## src/rtl/if_stage.sv

```systemverilog
// if_stage -- instruction-fetch stage of the five-stage RISC-V core.
//
// Holds the program counter, presents it combinationally to the instruction
// ROM, and captures the returned word into the IF/ID pipeline register.
// A one-cycle BOOT bubble follows reset. Stalls from ID freeze the stage.
// Redirects from EX reload the PC and flush IF/ID. A misaligned redirect
// target halts fetch permanently until reset.
//
// Ports:
//   CLK             clock, rising edge
//   RST             synchronous active-high reset
//   stall_if        hold PC and IF/ID (load-use stall from ID)
//   redirect_valid  taken branch/jump resolved in EX
//   redirect_target new PC when redirect_valid=1
//   rom_addr        fetch address to the instruction ROM (equals pc)
//   rom_inst        instruction word returned by the ROM, same cycle
//   id_pc           PC of the instruction held in IF/ID
//   id_inst         instruction held in IF/ID
//   id_valid        IF/ID holds a real instruction
//   fetch_fault     sticky: misaligned redirect seen, fetch halted
//   fetch_cnt       number of instructions captured into IF/ID
module if_stage #(
  parameter int unsigned       ADDR_W   = 32,
  parameter logic [ADDR_W-1:0] RESET_PC = '0,
  parameter logic [31:0]       NOP_INST = 32'h0000_0013
) (
  input  logic              CLK,
  input  logic              RST,
  input  logic              stall_if,
  input  logic              redirect_valid,
  input  logic [ADDR_W-1:0] redirect_target,
  output logic [ADDR_W-1:0] rom_addr,
  input  logic [31:0]       rom_inst,
  output logic [ADDR_W-1:0] id_pc,
  output logic [31:0]       id_inst,
  output logic              id_valid,
  output logic              fetch_fault,
  output logic [31:0]       fetch_cnt
);

  typedef enum logic [1:0] {
    BOOT = 2'd0,
    RUN  = 2'd1,
    HALT = 2'd2
  } state_t;

  state_t state_q, state_d;

  logic [ADDR_W-1:0] pc_q;
  logic [ADDR_W-1:0] id_pc_q;
  logic [31:0]       id_inst_q;
  logic              id_valid_q;
  logic              fault_q;
  logic [31:0]       cnt_q;

  logic redir_ok;
  logic redir_bad;
  logic capture;

  // Sequential PC; the addition wraps modulo 2^ADDR_W by construction.
  function automatic logic [ADDR_W-1:0] pc_incr(input logic [ADDR_W-1:0] pc);
    return pc + ADDR_W'(4);
  endfunction

  // Fetch counter wraps 0xFFFF_FFFF -> 0.
  function automatic logic [31:0] cnt_incr(input logic [31:0] cnt);
    return cnt + 32'd1;
  endfunction

  assign rom_addr    = pc_q;
  assign id_pc       = id_pc_q;
  assign id_inst     = id_inst_q;
  assign id_valid    = id_valid_q;
  assign fetch_fault = fault_q;
  assign fetch_cnt   = cnt_q;

  // State register
  always_ff @(posedge CLK) begin
    if (RST) state_q <= BOOT;
    else     state_q <= state_d;
  end

  // Next state and per-cycle action decode. A redirect outranks the stall,
  // and is honoured in BOOT exactly as in RUN.
  always_comb begin
    state_d   = state_q;
    redir_ok  = 1'b0;
    redir_bad = 1'b0;
    capture   = 1'b0;
    case (state_q)
      BOOT, RUN: begin
        if (redirect_valid) begin
          if (redirect_target[1:0] != 2'b00) begin
            redir_bad = 1'b1;
            state_d   = HALT;
          end else begin
            redir_ok = 1'b1;
            state_d  = RUN;
          end
        end else if (state_q == BOOT) begin
          state_d = RUN;
        end else if (!stall_if) begin
          capture = 1'b1;
        end
      end
      HALT:    state_d = HALT;
      default: state_d = BOOT;
    endcase
  end

  // PC / IF-ID register boundary
  always_ff @(posedge CLK) begin
    if (RST) begin
      pc_q       <= RESET_PC;
      id_pc_q    <= '0;
      id_inst_q  <= NOP_INST;
      id_valid_q <= 1'b0;
      fault_q    <= 1'b0;
      cnt_q      <= '0;
    end else begin
      if (redir_ok || redir_bad) begin
        // Flush: the instruction in IF/ID is on the wrong path.
        pc_q       <= redirect_target;
        id_pc_q    <= '0;
        id_inst_q  <= NOP_INST;
        id_valid_q <= 1'b0;
      end else if (capture) begin
        pc_q       <= pc_incr(pc_q);
        id_pc_q    <= pc_q;
        id_inst_q  <= rom_inst;
        id_valid_q <= 1'b1;
        cnt_q      <= cnt_incr(cnt_q);
      end
      if (redir_bad) fault_q <= 1'b1;
    end
  end

endmodule

```

## config.mk

```make
export PLATFORM = sky130hd
export DESIGN_NAME = if_stage
export DESIGN_NICKNAME = d
export VERILOG_FILES = /design/src/rtl/if_stage.sv
export SDC_FILE = /design/constraint.sdc
export NUM_CORES = 1
export LEC_CHECK = 0
export ABC_AREA = 1
export BUFFER_PORTS_ARGS = -buffer_cell sky130_fd_sc_hd__buf_2
export CAP_MARGIN = 20
export CORE_MARGIN = 1.5
export CORE_UTILIZATION = 30
export CTS_CLUSTER_DIAMETER = 80
export DETAILED_ROUTE_END_ITERATION = 8
export GPL_TIMING_DRIVEN = 0
export HOLD_SLACK_MARGIN = 0.12
export PLACE_DENSITY_LB_ADDON = 0.3
export SETUP_SLACK_MARGIN = 0.3
export SLEW_MARGIN = 30
export SYNTH_ARGS = -nofsm -noshare
export SYNTH_HDL_FRONTEND = slang
export SYNTH_SLANG_ARGS = --single-unit
```

## constraint.sdc

```tcl
create_clock -name CLK -period 1.3 [get_ports CLK]
set_input_delay 0 -clock CLK [delete_from_list [all_inputs] [get_ports CLK]]
set_output_delay 0 -clock CLK [all_outputs]
set_load 0.02 [all_outputs]
```

==> key figures, run 1 <==
Pwr
  – Clock power frac: 43.3%
  – Part of the power in registers: 38.2%
  – Power Density: 931 nW/um2
  – Maximum vdd drop: around 0.90 mV
  – Internal: 8.15 mW
  – Leak: 5.24 nW
  – Net Sw Frac: 27.7%
  – Power Total: 11.3 mW
  – Comb power frac: 18.5%
  – Sw power: between 3 and 4 mW

Layout
  – Share of layout cells above drive strength 1: 51.7%
  – Area of the multi-input gates: 4120 um2
  – Final Non-Filler Cells: between 1500 and 2000
  – Most frequent cells in the layout: 157 x nand2_1, 145 x buf_2, 135 x nor2_1
  – Layout Nets: 1373
  – FF+latch area: 2810 um2
  – Final design utilization: 60.1%
  – Most common cell after layout, fill and taps aside: nand2_1
  – Antenna cells: 0
  – Fillers: 1664
  – Layout area overhead: 97.8%

Timing
  – Final hold viol count: 0
  – Clock Skew: 0.0120 ns
  – # setup viols final: roughly 130
  – Unrepaired setup endpoints after global routing: true
  – Final min period: 1.68 ns
  – Worst slew margin: roughly 51%
  – Slew @ Worst Pin: 0.739 ns
  – Fin worst setup slack: -0.377 ns
  – Max Transition Viols Final: 0
  – Fmax: 596 MHz
  – Final period util: 129%

Critical path
  – Crit-path max FO: 7
  – Worst r2r dst: rom_addr[22]
  – Worst EP required: 1.61 ns
  – Buf+Inv Stages, Crit Path: 1
  – WP data arrival: 1.99 ns
  – Worst path max stage delay: between 0.3 and 0.4 ns
  – Worst-path cell chain: ha_4 -> nand2_4 -> nor2_4 -> nand3_4 -> nor2_4 -> nand2_1 -> nand3_1 -> nand3_1 -> nand2_1 -> inv_1
  – Crit path max-delay family: simple AND/OR/NAND/NOR gates
  – FF-to-FF setup slack: -0.38 ns
  – Reg2Reg Depth: 10
  – Crit path max-delay cell type: dfxtp_4
  – Startpoint Class: register
  – CP endpoint kind: register
  – Reg2reg start: rom_addr[2]
  – Crit Path Class: reg -> reg
  – Critical Path Stages: 10

Min path
  – Tightest Hold Check Type: in -> reg
  – Hold wc startpoint: redirect_valid
  – Hold EP: rom_addr[0]
  – Hold Crit Depth: 6

CTS
  – # H-tree levels: 4
  – Total CTS buffers: 17
  – Clk pin slew, worst setup/hold paths: 0.06 ns
  – Max Root-Sink Buffers: 2
  – Root buffer cell: clkbuf_16
  – CTS tree: done
  – CTS sink count: 132
  – Clk_lat worst skew: about 0.43 ns

Die
  – DIE HEIGHT: 146 um
  – Starting Density: 30.4%
  – Die Area: 21200 um2
  – Core area: ~20000 um2
  – Row cnt: 52
  – Die span in x: 146 um
  – Io pins: a little under 200

Synth
  – Syn avg cell area: 6.72 um2
  – Synthesized cell area: 6110 um2
  – Yosys cell types: 30
  – Synthesized flop and latch total: 132
  – Async set-reset flop share out of synthesis: 0%
  – Post-synthesis sequential area ratio: a little over two fifths
  – Syn Inst Count: 910
  – Synthesis Warnings: 0
  – Syn nets: 980
  – Post-synth EDFFs: 0
  – Dominant synthesized flop cell: dfxtp_1

Route
  – Vias: 7773
  – DRC Markers: 0
  – First-pass DRT Iterations: 5
  – Initial drt markers: 402
  – Wirelength per Cell: 17.1 um
  – Vias per cell: 4.90
  – Detail Route Antenna Nets: 0
  – Final WL: 27200 um

Outcome
  – Failing checks: negative setup slack
  – Status: finished, violations left

Place
  – RD Place Congestion: 0.892
  – Placed Instances: approximately 1400
  – Port Buffers: roughly 200
  – Final HPWL DP: 16000 um

Global routing
  – Vias in the first global route: about 7400
  – GRT Total Usage: 23.8%
  – First-pass GRT wire length: between 30000 and 40000 um
  – Largest net degree at the start of global routing: 17
  – Antenna violations before repair: 0
  – Grt ovf: 0

Run
  – Max Cap Violations: 0
==> worst max path at each step <==
| stage | slack (ns) | start | end |
|---|---|---|---|
| global route | -0.42 | state_q[0] | fetch_cnt[11] |
| floorplan | -0.12 | rom_addr[2] | rom_addr[26] |
| detailed placement | -0.34 | state_q[0] | fetch_cnt[31] |
| global placement | -0.31 | state_q[0] | fetch_cnt[31] |
| CTS | -0.24 | state_q[0] | fetch_cnt[31] |
| finish | -0.38 | rom_addr[2] | rom_addr[22] |
==> cell families (layout without fill, tap and decap cells) <==
kind of cell	Yosys count	after routing	synth area share (%)
simple gates	499	499	34.8
xor+xnor	5	5	0.716
buf+inv	129	535	8.41
fa+ha+maj	2	2	0.409
compound gates	143	143	12.4
flops	132	132	43.2
==> layer usage <==
metal / vias to the layer above / track usage [%] / wire length [um]
li1: 3741 / - / -
met1: 3691 / 28.6 / 11300
met2: 274 / 41.0 / 13400
met3: 67 / 5.74 / 1570
met4: 0 / 9.23 / 970
met5: - / 0 / 0
==> sequential cells by signal, summed over array words and instances, names as in the netlist <==
signal / count
id_inst: 32
rom_addr: 32
id_pc: 32
fetch_cnt: 32
fetch_fault: 1
id_valid: 1
state_q: 2
==> area by class of cell <==
type                       instances  share of cell area [%]
tap                              270                    2.79
clock inverter                     9                   0.735
clock buffer                      23                    4.21
buffer                            37                    5.10
sequential                       132                    23.3
inverter                          92                    3.00
multi-input combinational        649                    34.1
timing repair buffer             374                    26.8
==> metrics by stage <==
step                TNS [ns]  cell area, um2  hold slack (ns)  setup slack [ns]
detailed placement    -17.47            8080            0.224            -0.340
floorplan              -1.49            6750            0.126            -0.120
CTS                   -11.99           11300            0.164            -0.243
global route          -28.48           12100            0.252            -0.424
global placement      -17.12            8080            0.219            -0.312
finish                -20.12           12100            0.244            -0.377
==> worst reg2reg max path: cells and delay by family, from the launching register on <==
kind | cells | cell delay, ns
adders and majority gates | 1 | 0.16
buffers and inverters | 1 | 0.05
DFF | 1 | 0.39
and+or+nand+nor | 8 | 0.97
==> power by group through the flow <==
stage | Clock (mW) | Sequential (mW) | Combinational [mW]
6_report | 4.88 | 4.30 | 2.08
5_1_grt | 5.10 | 4.31 | 2.20
4_1_cts | 4.95 | 4.29 | 1.84
3_5_place_dp | 0 | 4.38 | 1.10
3_3_place_gp | 0 | 4.38 | 1.09
2_1_floorplan | 0 | 4.47 | 0.556
==> synth_stat cells (2+ instances only) <==
cell type,count,area share [%]
dfxtp_1,132,43
nor2_4,5,0.92
clkbuf_1,22,1.4
buf_2,12,0.98
nor3_1,18,1.5
a31oi_1,7,0.72
inv_1,88,5.4
buf_6,2,0.37
nor2_2,9,0.92
nor2_1,187,11
inv_2,4,0.25
nand2_1,200,12
o21ai_0,79,6.5
a211oi_1,8,0.98
nand3_1,50,4.1
a21oi_1,45,3.7
nand3_2,3,0.49
nand3b_1,4,0.49
ha_1,2,0.41
xor2_1,5,0.72
nand4_1,17,1.7
nor4_1,3,0.31
==> timing repair <==
item	CTS	global route
endpoints found under the hold margin	67	0
hold buffers	65	0
pin swaps	73	54
resized for setup	287	158
setup buffers	55	34
cloned	22	1
setup endpoints to repair	157	175
(Power assumes the default switching activity.)
==> run 2: changes to the inputs <==
- CORE_UTILIZATION: 30 -> 40
- SETUP_SLACK_MARGIN: 0.3 -> not set
==> run 2 against run 1 <==
Compared with the run above: the run still ends with negative setup slack left; die area fell by 25%; core utilization grew 11 points; clock skew fell by 0.0042 ns; flip-flop and latch count is the same; non-clock buffer count decreased by 47; via count shrank 0.48%; setup slack gained 0.096 ns; first-iteration DRC count up 19%; design area is 12% lower; critical path depth stayed put; critical path type unchanged.
==> key figures, run 2 (same netlist as run 1, synthesis figures left out) <==
Layout
  – Most common cell after layout, fill and taps aside: buf_2
  – Most frequent cells in the layout: 199 x buf_2, 168 x nand2_1, 154 x nor2_1
  – Layout Nets: 1326 (-3.4%)
  – Layout area overhead: 75.0%
  – FF+latch area: 2730 um2 (-3.1%)
  – Fillers: 1088 (-35%)
  – Antenna cells: 0 (unchanged)
  – Fin area: 10700 um2 (-12%)
  – Share of layout cells above drive strength 1: 42.4% (-9.3 points)
  – Area of the multi-input gates: 3760 um2 (-8.7%)

Route
  – Initial drt markers: 477 (+19%)
  – Final WL: 25200 um (-7.2%)
  – Wirelength per Cell: 17.3 um (+1.0%)
  – DRC Markers: 0 (unchanged)
  – First-pass DRT Iterations: 7 (+2)
  – Detail Route Antenna Nets: 0 (unchanged)
  – Vias: 7736 (-0.48%)
  – Vias per cell: 5.31 (+8.3%)

Critical path
  – WP data arrival: 1.91 ns (-0.08 ns)
  – CP endpoint kind: register
  – Crit-path max FO: 5 (-2)
  – Crit Path Class: reg -> reg
  – Worst EP required: 1.63 ns (+0.02 ns)
  – Startpoint Class: register

Global routing
  – Vias in the first global route: 6924 (-6.6%)
  – Antenna violations before repair: 0 (unchanged)
  – GRT Total Usage: 28.2% (+4.4 points)
  – First-pass GRT wire length: 35200 um (-11%)
  – Grt ovf: 0 (unchanged)
  – Largest net degree at the start of global routing: 17 (unchanged)

Timing
  – # setup viols final: 115 (-8.0%)
  – Worst slew margin: 46.1% (-4.6 points)
  – Hold_ws: 0.124 ns (-0.120 ns)
  – Unrepaired setup endpoints after global routing: true
  – Clock Skew: 0.00778 ns (-0.00417 ns)
  – Fmax: 632 MHz (+6.1%)
  – Setup TNS: -16.31 ns (+3.81 ns)
  – Fin worst setup slack: -0.281 ns (+0.0962 ns)
  – Final period util: 122% (-7.4 points)
  – Final hold viol count: 0 (unchanged)
  – Slew @ Worst Pin: 0.808 ns (+0.0685 ns)
  – Max Transition Viols Final: 0 (unchanged)
  – Final min period: 1.58 ns (-0.0962 ns)

CTS
  – CTS tree: done
  – Total CTS buffers: 17 (unchanged)
  – Max Root-Sink Buffers: 2 (unchanged)
  – Clk pin slew, worst setup/hold paths: 0.06 ns (about the same)
  – # H-tree levels: 4 (unchanged)
  – CTS sink count: 132 (unchanged)
  – Root buffer cell: clkbuf_16
  – Clk_lat worst skew: 0.42 ns (about the same)

Outcome
  – Failing checks: negative setup slack
  – Status: finished, violations left

Place
  – Pre-CTS setup slack: -0.507 ns (-0.167 ns)
  – Dpl cell area: 7540 um2 (-6.6%)
  – Final HPWL DP: 14800 um (-7.5%)
  – RD Place Congestion: 0.871 (-2.3%)
  – Port Buffers: 197 (unchanged)

Min path
  – Tightest Hold Check Type: in -> reg

Die
  – Row cnt: 45 (-13%)
  – Starting Density: 40.5% (+10 points)
  – Die Area: 16000 um2 (-25%)
  – Die span in x: 127 um (-13%)
  – Core area: 15100 um2 (-25%)
  – Io pins: 198 (unchanged)
  – DIE HEIGHT: 127 um (-13%)

Pwr
  – Power Density: 1030 nW/um2 (+10%)
  – Leak: 4.75 nW (-9.3%)
  – Maximum vdd drop: 0.930 mV (+3.5%)

Run
  – Max Cap Violations: 0 (unchanged)
-- run 2: cell count changes in the layout (fill, tap and decap cells not counted), sizes merged --
cell | before | now
bufinv | 1 | 2
dlygate4sd3 | 65 | 66
clkbuf | 53 | 42
clkinvlp | 1 | 2
buf | 316 | 270
clkinv | 4 | 5
bufbuf | 0 | 5
inv | 95 | 96
-- run 2: path summary, 6_finish.rpt --
path                                      from           end  slack (ns)  depth (start not counted)
worst min-delay path            redirect_valid   rom_addr[1]        0.12                          5
worst max register to register      state_q[0]  rom_addr[16]       -0.28                         10
worst max-delay path                state_q[0]  rom_addr[16]       -0.28                         10
worst min register to register     fetch_fault   fetch_fault        0.45                          2
-- run 2: timing repair --
item,4_1_cts,5_1_grt
cloned,10,5
hold buffers,66,0
pin swaps,36,42
setup buffers,37,15
hold endpoints to repair,68,0
resized for setup,228,124
setup endpoints to repair,123,128
-- run 2: critical path, stage by stage, from the launching register on --
cell and delay [ns]:
dfxtp_2 0.32, inv_2 0.05, nor2_2 0.04, nand2_2 0.09
buf_4 0.12, buf_4 0.12, nand2_8 0.08, buf_6 0.15
o21ai_0 0.28, inv_1 0.08, a21oi_1 0.17
-- run 2: final cells by class --
class / instances / share of cell area [%]
Multi-Input combinational cell: 649 / 35.2
Sequential cell: 132 / 25.5
Timing Repair Buffer: 327 / 23.2
Buffer: 37 / 4.82
Clock buffer: 19 / 4.34
Inverter: 92 / 3.42
Tap cell: 188 / 2.20
Clock inverter: 13 / 1.37
-- run 2: metrics by stage --
| step | util [%] | instances | total power, mW |
|---|---|---|---|
| 2_1_floorplan | - | 910 | 4.94 |
| 3_3_place_gp | 50.0 | 1295 | 5.35 |
| 3_5_place_dp | 50.0 | 1295 | 5.35 |
| 4_1_cts | 66.8 | 1439 | 10.7 |
| 5_1_grt | 70.9 | 1457 | 11.3 |
| 6_report | 70.9 | 1457 | 11.0 |
-- run 2: routing by layer --
metal | global-route usage (%) | routed length (um) | vias up
li1 | - | - | 3644
met5 | 0 | 0 | -
met1 | 31.4 | 9320 | 3587
met3 | 6.83 | 2060 | 111
met2 | 49.8 | 12600 | 394
met4 | 15.1 | 1270 | 0
-- run 2: report_power, final --
part / switching, mW / internal [mW]
Combinational: 0.917 / 0.794
Sequential: 0.153 / 4.16
Clock: 1.95 / 3.01
Total: 3.02 / 7.97
